==> src/rtl/if_fetch_pkg.sv <==
// Shared fetch-stage types and constants for the RV32I pipeline.
// Holds the fetch-entry record layout, the FSM encoding and reset defaults.
// No logic; imported by the fetch stage and its FIFO.
package if_fetch_pkg;

    localparam logic [31:0] RESET_PC_DFLT = 32'h0000_0000;
    localparam logic [31:0] INST_NOP      = 32'h0000_0013;

    typedef struct packed {
        logic [31:0] pc;
        logic [31:0] inst;
        logic        misaligned;
    } fetch_entry_t;

    typedef enum logic {
        ST_FETCH = 1'b0,
        ST_HALT  = 1'b1
    } fetch_state_t;

endpackage

==> src/rtl/fetch_fifo.sv <==
// 2-entry fetch-entry FIFO; slot0 is always the head, so head outputs are flops.
// Latency: an entry written at edge n is visible on head in cycle n+1.
// Backpressure: a push into a full FIFO is dropped unless the head pops on the same edge.
module fetch_fifo
    import if_fetch_pkg::*;
(
    input  logic         clk,
    input  logic         rst_n,
    input  logic         enq,
    input  logic         deq,
    input  logic         flush,
    input  fetch_entry_t din,
    output fetch_entry_t head,
    output logic [1:0]   count
);

    fetch_entry_t slot0;
    fetch_entry_t slot1;
    logic         deq_ok;
    logic         enq_ok;

    assign deq_ok = deq && (count != 2'd0);
    assign enq_ok = enq && ((count != 2'd2) || deq_ok);
    assign head   = slot0;

    // Flush only clears occupancy; the stale head value stays on the outputs.
    always_ff @(posedge clk or negedge rst_n) begin
        if (!rst_n) begin
            slot0 <= '0;
            slot1 <= '0;
            count <= 2'd0;
        end else if (flush) begin
            count <= 2'd0;
        end else begin
            case ({enq_ok, deq_ok})
                2'b10: begin
                    if (count == 2'd0) slot0 <= din;
                    else               slot1 <= din;
                    count <= count + 2'd1;
                end
                2'b01: begin
                    if (count == 2'd2) slot0 <= slot1;
                    count <= count - 2'd1;
                end
                2'b11: begin
                    if (count == 2'd1) begin
                        slot0 <= din;
                    end else begin
                        slot0 <= slot1;
                        slot1 <= din;
                    end
                end
                default: ;
            endcase
        end
    end

endmodule

==> src/rtl/if_fetch.sv <==
// Instruction fetch: PC register, FETCH/HALT FSM, redirect handling, 2-entry output FIFO.
// Latency: word fetched at imem_pc in cycle n appears on out_* in cycle n+1.
// Backpressure: out_ready low fills the FIFO, then fetch stalls with the PC held.
module if_fetch
    import if_fetch_pkg::*;
#(
    parameter logic [31:0] RESET_PC = RESET_PC_DFLT,
    parameter int          DEPTH    = 2
) (
    input  logic        clk,
    input  logic        rst_n,
    output logic [31:0] imem_pc,
    input  logic [31:0] imem_inst,
    input  logic        redirect_valid,
    input  logic [31:0] redirect_pc,
    output logic        out_valid,
    input  logic        out_ready,
    output logic [31:0] out_pc,
    output logic [31:0] out_inst,
    output logic        out_misaligned
);

    localparam logic [1:0] CNT_FULL = DEPTH[1:0];

    fetch_state_t state;
    fetch_state_t state_nxt;
    logic [31:0]  pc;
    logic [1:0]   count;
    logic         enq;
    logic         deq;
    logic         misaligned;
    fetch_entry_t enq_dat;
    fetch_entry_t head;

    assign imem_pc    = pc;
    assign misaligned = (pc[1:0] != 2'b00);
    assign deq        = out_valid && out_ready;

    always_ff @(posedge clk or negedge rst_n) begin
        if (!rst_n) state <= ST_FETCH;
        else        state <= state_nxt;
    end

    // A misaligned target is pushed once as a marker, then fetch parks until redirected.
    always_comb begin
        state_nxt = state;
        if (redirect_valid)           state_nxt = ST_FETCH;
        else if (enq && misaligned)   state_nxt = ST_HALT;
    end

    always_comb begin
        enq = 1'b0;
        if (state == ST_FETCH && !redirect_valid && ((count < CNT_FULL) || deq))
            enq = 1'b1;
    end

    always_ff @(posedge clk or negedge rst_n) begin
        if (!rst_n)                  pc <= RESET_PC;
        else if (redirect_valid)     pc <= redirect_pc;
        else if (enq && !misaligned) pc <= pc + 32'd4;
    end

    always_comb begin
        enq_dat.pc         = pc;
        enq_dat.inst       = misaligned ? 32'h0 : imem_inst;
        enq_dat.misaligned = misaligned;
    end

    fetch_fifo u_fifo (
        .clk   (clk),
        .rst_n (rst_n),
        .enq   (enq),
        .deq   (deq),
        .flush (redirect_valid),
        .din   (enq_dat),
        .head  (head),
        .count (count)
    );

    assign out_valid      = (count != 2'd0);
    assign out_pc         = head.pc;
    assign out_inst       = head.inst;
    assign out_misaligned = head.misaligned;

endmodule

==> config.mk <==
export PLATFORM = sky130hd
export DESIGN_NAME = if_fetch
export DESIGN_NICKNAME = d
export VERILOG_FILES = /design/src/rtl/if_fetch_pkg.sv /design/src/rtl/fetch_fifo.sv /design/src/rtl/if_fetch.sv
export SDC_FILE = /design/constraint.sdc
export NUM_CORES = 1
export LEC_CHECK = 0
export ABC_AREA = 0
export CAP_MARGIN = 15
export CORE_UTILIZATION = 25
export DETAILED_ROUTE_END_ITERATION = 7
export SYNTH_ARGS = -nofsm -noshare
export SYNTH_HDL_FRONTEND = slang
export SYNTH_SLANG_ARGS = --single-unit
==> constraint.sdc <==
create_clock -name clk -period 2.98 [get_ports clk]
set_input_delay 0.596 -clock clk [delete_from_list [all_inputs] [get_ports clk]]
set_output_delay 0.596 -clock clk [all_outputs]
set_load 0.01 [all_outputs]
# Word level (Yosys, flattened, before mapping)
# Index checks and enable logic that the tools add are counted.
[totals]
regBits = 165
input_bits = 68
wordCells = 61
out_inout_bits = 98
[classes]
muxes = 15
n_bitwise = 2
n_addsub = 3
eq_ne = 10
reduce_logical = 21
order_cmp = 1
[ops]
columns = ["op", "count"]
rows = [
  ["65-bit 2-to-1 mux", 5],
  ["65-bit case mux with 3 select lines", 1],
  ["65-bit case mux with 2 select lines", 1],
  ["32-bit 2-to-1 mux", 3],
  ["32-bit by 3-bit adder with 32-bit output, second input constant", 1],
  ["2-bit nonzero test", 5],
  ["4-bit AND reduction", 2],
  ["1-bit logical AND", 7],
  ["2-bit == test, second input constant", 3],
  ["2-bit != test, second input constant", 3],
  ["3-bit nonzero test", 2],
  ["2-bit by 1-bit == test with 1-bit output, second input constant", 2],
  ["2-bit by 1-bit != test with 1-bit output, second input constant", 2],
  ["2-bit case mux with 2 select lines", 1],
  ["1-bit 2-to-1 mux", 3],
  ["2-bit by 1-bit adder with 2-bit output, second input constant", 1],
  ["1-bit logical NOT", 2],
  ["2-bit logical NOT", 1],
  ["1-bit logical OR", 2],
  ["2-bit less-than comparator, second input constant", 1],
  ["2-bit 2-to-1 mux", 1],
  ["1-bit NOT", 2],
  ["2-bit by 1-bit subtractor with 2-bit output, second input constant", 1],
]

# Longest topological paths before layout
[logic_depth]
depth_word = 9
mapped_depth = 10
depth_no_buf = 7

# Modules after synthesis
# From an unflattened synthesis, not the netlist that was laid out.
[hier_totals]
cells_unflattened = 732
hier_area_um2 = 8126.5
[by_module_without_submodules]
columns = ["module", "n_inst", "cells_per_inst", "area_each_um2", "seq_area_each_um2"]
rows = [
  ["fetch_fifo", 1, 443, 5640.4, 3303.2],
  ["if_fetch", 1, 289, 2486.1, 825.8],
]

# Worst setup path after synthesis
# No wires, ideal clock.
[synth_path]
path_type = "register to register"
start = "register u_fifo.count[1]"
end = "register pc[13] (netlist: imem_pc[13])"
path_stages_with_launch = 9
period_less_slack_ps = 2641
path_slack_ps = 339
setup_ps = 126
t_arrival_ps = 2515
t_required_ps = 2854
path_cell_list = "dfrtp_1 -> clkbuf_1 -> inv_1 -> ha_1 -> nand2b_1 -> a2111oi_2 -> nor2_1 -> a21o_1 -> a221o_1"
[synth_between]
elab_chain_cells = 7
word_cells_on_any_way = 8
classes_between = "1 x order compare; 1 x mux; 6 x reduce/logical"
[synth_rtl]
columns = ["item", "line", "text"]
rows = [
  ["from (decl)", "fetch_fifo.sv:14", "output logic [1:0] count"],
  ["from (signal assigned)", "fetch_fifo.sv:39", "count <= count + 2'd1;"],
  ["from (signal assigned)", "fetch_fifo.sv:43", "count <= count - 2'd1;"],
  ["parallel branches: the longest is 2 deep, another holds 2-bit less-than comparator", "n/a", ""],
  ["1-bit logical OR (*)", "if_fetch.sv:53", "if (state == ST_FETCH && !redirect_valid && ((count < CNT_FULL) || deq))"],
  ["1-bit logical AND (*)", "if_fetch.sv:53", ""],
  ["1-bit 2-to-1 mux (*)", "if_fetch.sv:53", ""],
  ["1-bit logical AND (*)", "if_fetch.sv:60", "else if (enq && !misaligned) pc <= pc + 32'd4;"],
  ["2-bit nonzero test (no line) (*)", "n/a", ""],
  ["to (signal assigned)", "if_fetch.sv:59", "else if (redirect_valid) pc <= redirect_pc;"],
  ["to (signal assigned)", "if_fetch.sv:60", ""],
  ["to (decl)", "if_fetch.sv:27", "logic [31:0] pc;"],
]
# Mark *: on every way between the ends.
# A chain may end at the register's enable or synchronous reset.

# Final worst setup path
[layout_path]
start = "register u_fifo.count[1]"
end = "output port out_valid"
[layout_between]
elab_chain_cells = 1
[layout_rtl]
columns = ["item", "line", "text"]
rows = [
  ["2-bit nonzero test", "if_fetch.sv:80", "assign out_valid = (count != 2'd0);"],
  ["to (decl)", "if_fetch.sv:16", "output logic out_valid,"],
]
# No other way between the ends.

==> results.yml <==
logic_synthesis:
  synth_cell_types: 40
  netlist.area_leader.share: 0.535
  yosysMostFrequentCell: "dfrtp_1"
  avgSynthCellArea_um2: 9.52
  ys_seq_area_frac: 0.535
  synthesis.area_mm2: 0.00772
  netlist_instances: 811
  ys_ff_latch: 165
  yosys-top-cells-area: "dfrtp_1 53%, a21oi_1 6.9%, nor2_1 5.3%"
  synth_nets: 883
  synth_common_cells: "165 x dfrtp_1, 109 x nor2_1, 106 x a21oi_1, 103 x nand2_1, 58 x o21ai_0"
  async_flop_share: 1.00
  ys.flop_type: "dfrtp_1"
  synth_area_leader_cell: "dfrtp_1"
  yosysWarnings: 0
  synth-edff-count: 0
sta:
  rsz0062_at_grt: "false"
  max_freq_mhz: 385
  finClkSkew_ns: 0.0117
  setup_viol: 0
  tightest_slew_ns: 0.635
  final-max-slew-violation-count: 0
  finalCriticalPeriod_ns: 2.60
  relSlewSlack: 0.573
  finalHoldViolations: 0
  post-route-period-util: 0.872
  fin_tns_setup_ns: 0
clock_tree:
  cts.sinks: 165
  cts_tree: "done"
  numCtsBuffers: 17
  clock_latency_ns: 0.43
  post_cts_resize_count: 0
  cts.reportedPaths.clkPinSlew_ns: 0.07
  post-cts-setup-buffers: 0
  cts-hold-fix-buffers: 0
  cts_max_level: 4
  clock-root-buffer: "clkbuf_16"
  cts_max_path_buffers: 2
critical_path:
  reg2regPathDepth: 7
  cp.arrival_ns: 2.00
  cp.required_ns: 2.38
  critPathLaunchType: "flip-flop"
  end_kind: "output pin"
  critPathKind: "flip-flop to output pin"
  critPathMaxFanout: 10
detailed_routing:
  firstDrtPassIters: 5
  drc: 0
  drt_wl_total_um: 21000
  num_vias: 6048
  ant_nets: 0
  via_per_inst: 4.53
  routedWlPerCell_um: 15.7
  drt-initial-drc-count: 363
floorplan:
  fp.dieW_um: 178
  pin_count: 166
  initial_utilization: 0.257
  rows: 63
  die_h_um: 178
  core_area_mm2: 0.0300
  die_area_mm2: 0.0316
flow_run:
  maxCapViolCount: 0
global_route:
  grt_max_degree: 84
  met2_usage: 0.208
  grtUsageMet3: 0.0394
  grt_pass1_vias: 6026
  gr-total-overflow: 0
  track_usage: 0.137
  grtUsageMet1: 0.190
  antenna_found_initial: 1
  grt-busiest-layer: "met2"
  grt_pass1_wl_um: 33300
placed_design:
  dp.final_hpwl_um: 13900
  port_buffers: 165
  placedInstanceArea_mm2: 0.00968
  gp_congestion: 0.770
final_layout:
  fill_cells: 3060
  final_nets: 1003
  syn2layout_area_growth_pct: 33.4
  multi_input_area_mm2: 0.00315
  fin_area_mm2: 0.0103
  drive_above_1_share: 0.102
  regArea_mm2: 0.00413
worst_hold_path:
  hold_path.class: "input pin to async pin"
power:
  powerDensity_mw_per_mm2: 929
  total_power_uw: 9580
  ir_worst_vdd_uv: 520
  leakage_uw: 0.00421
status:
  status: "finished clean"
==> path summary, 6_finish.rpt <==
path | startpoint | to | slack (ns)
worst max-delay path | u_fifo.count[1]$_DFFE_PN0P_ | out_valid | 0.38
max in group asynchronous | rst_n | u_fifo.slot1[9]$_DFFE_PN0P_ | 2.11
worst min register to register | u_fifo.slot1[6]$_DFFE_PN0P_ | u_fifo.slot1[6]$_DFFE_PN0P_ | 0.48
worst min-delay path | rst_n | u_fifo.head[4]$_DFFE_PN0P_ | 0.17
worst max register to register | u_fifo.count[1]$_DFFE_PN0P_ | imem_pc[21]$_DFFE_PN0P_ | 0.44
min in group clk | u_fifo.slot1[6]$_DFFE_PN0P_ | u_fifo.slot1[6]$_DFFE_PN0P_ | 0.48
==> worst max-delay path, stage by stage, from the launching register on <==
cell             delay, ns
dfrtp_1               0.52
inv_1                 0.14
ha_1                  0.23
inv_1                 0.08
clkdlybuf4s50_1       0.60
==> metrics by stage <==
stage          worst slack (ns)  cells  utilization  hold WS [ns]
4_1_cts                   0.362   1334        0.343         0.166
6_report                  0.382   1335        0.343         0.166
3_3_place_gp              0.285   1302        0.322         0.462
5_1_grt                   0.246   1334        0.343         0.191
3_5_place_dp              0.283   1302        0.322         0.470
2_1_floorplan             0.339    811            -         0.300
==> flip-flops by register name, indices dropped and copies added (netlist names) <==
register	flops
imem_pc	32
u_fifo.slot1	65
u_fifo.count	2
state	1
u_fifo.head	65
==> report_power, final <==
part           switching, uW  internal (uW)
Clock                   1020           1380
Combinational           1670           1780
Sequential               556           3170
Total                   3250           6330
==> cell usage in the layout (no fill, tap or decap), types with 4 or more instances in the layout <==
cell               n
nor2_1           108
xnor2_1            7
o211ai_1           4
dfrtp_1          165
buf_4             15
xor2_1            12
and2_1             4
inv_1              7
nor4_1             5
inv_6              7
ha_1               4
or3_1              4
nor2b_1            8
buf_12             6
mux2i_1           31
nor3_1             6
nand2_1          103
clkbuf_16         17
nand4_1           12
a21oi_1          104
mux2_2            34
clkdlybuf4s50_1  163
nand3_1           18
o21ai_0           58
==> cell families after synthesis <==
family | share of synthesized area
muxes | 0.0898
xor gates and xnor gates | 0.0216
adders and majority gates | 0.00648
buffers and inverters | 0.0603
and+or+nand+nor | 0.163
AOI/OAI and AO/OA | 0.124
DFF | 0.535
==> metal layers <==
metal,wire length [um],share of wire,vias to the layer above
li1,-,-,2994
met1,10100,0.48,2885
met2,9300,0.44,159
met3,1380,0.066,10
met4,158,0.0075,0
met5,0,0,-
==> layout make-up <==
type | instances | area share
Sequential cell | 165 | 0.401
Clock inverter | 13 | 0.0176
Multi-Input combinational cell | 554 | 0.306
Inverter | 7 | 0.00255
Antenna cell | 1 | 0.000243
Clock buffer | 19 | 0.0430
Tap cell | 390 | 0.0474
Timing Repair Buffer | 186 | 0.183
Power figures use the tool's default switching activity.
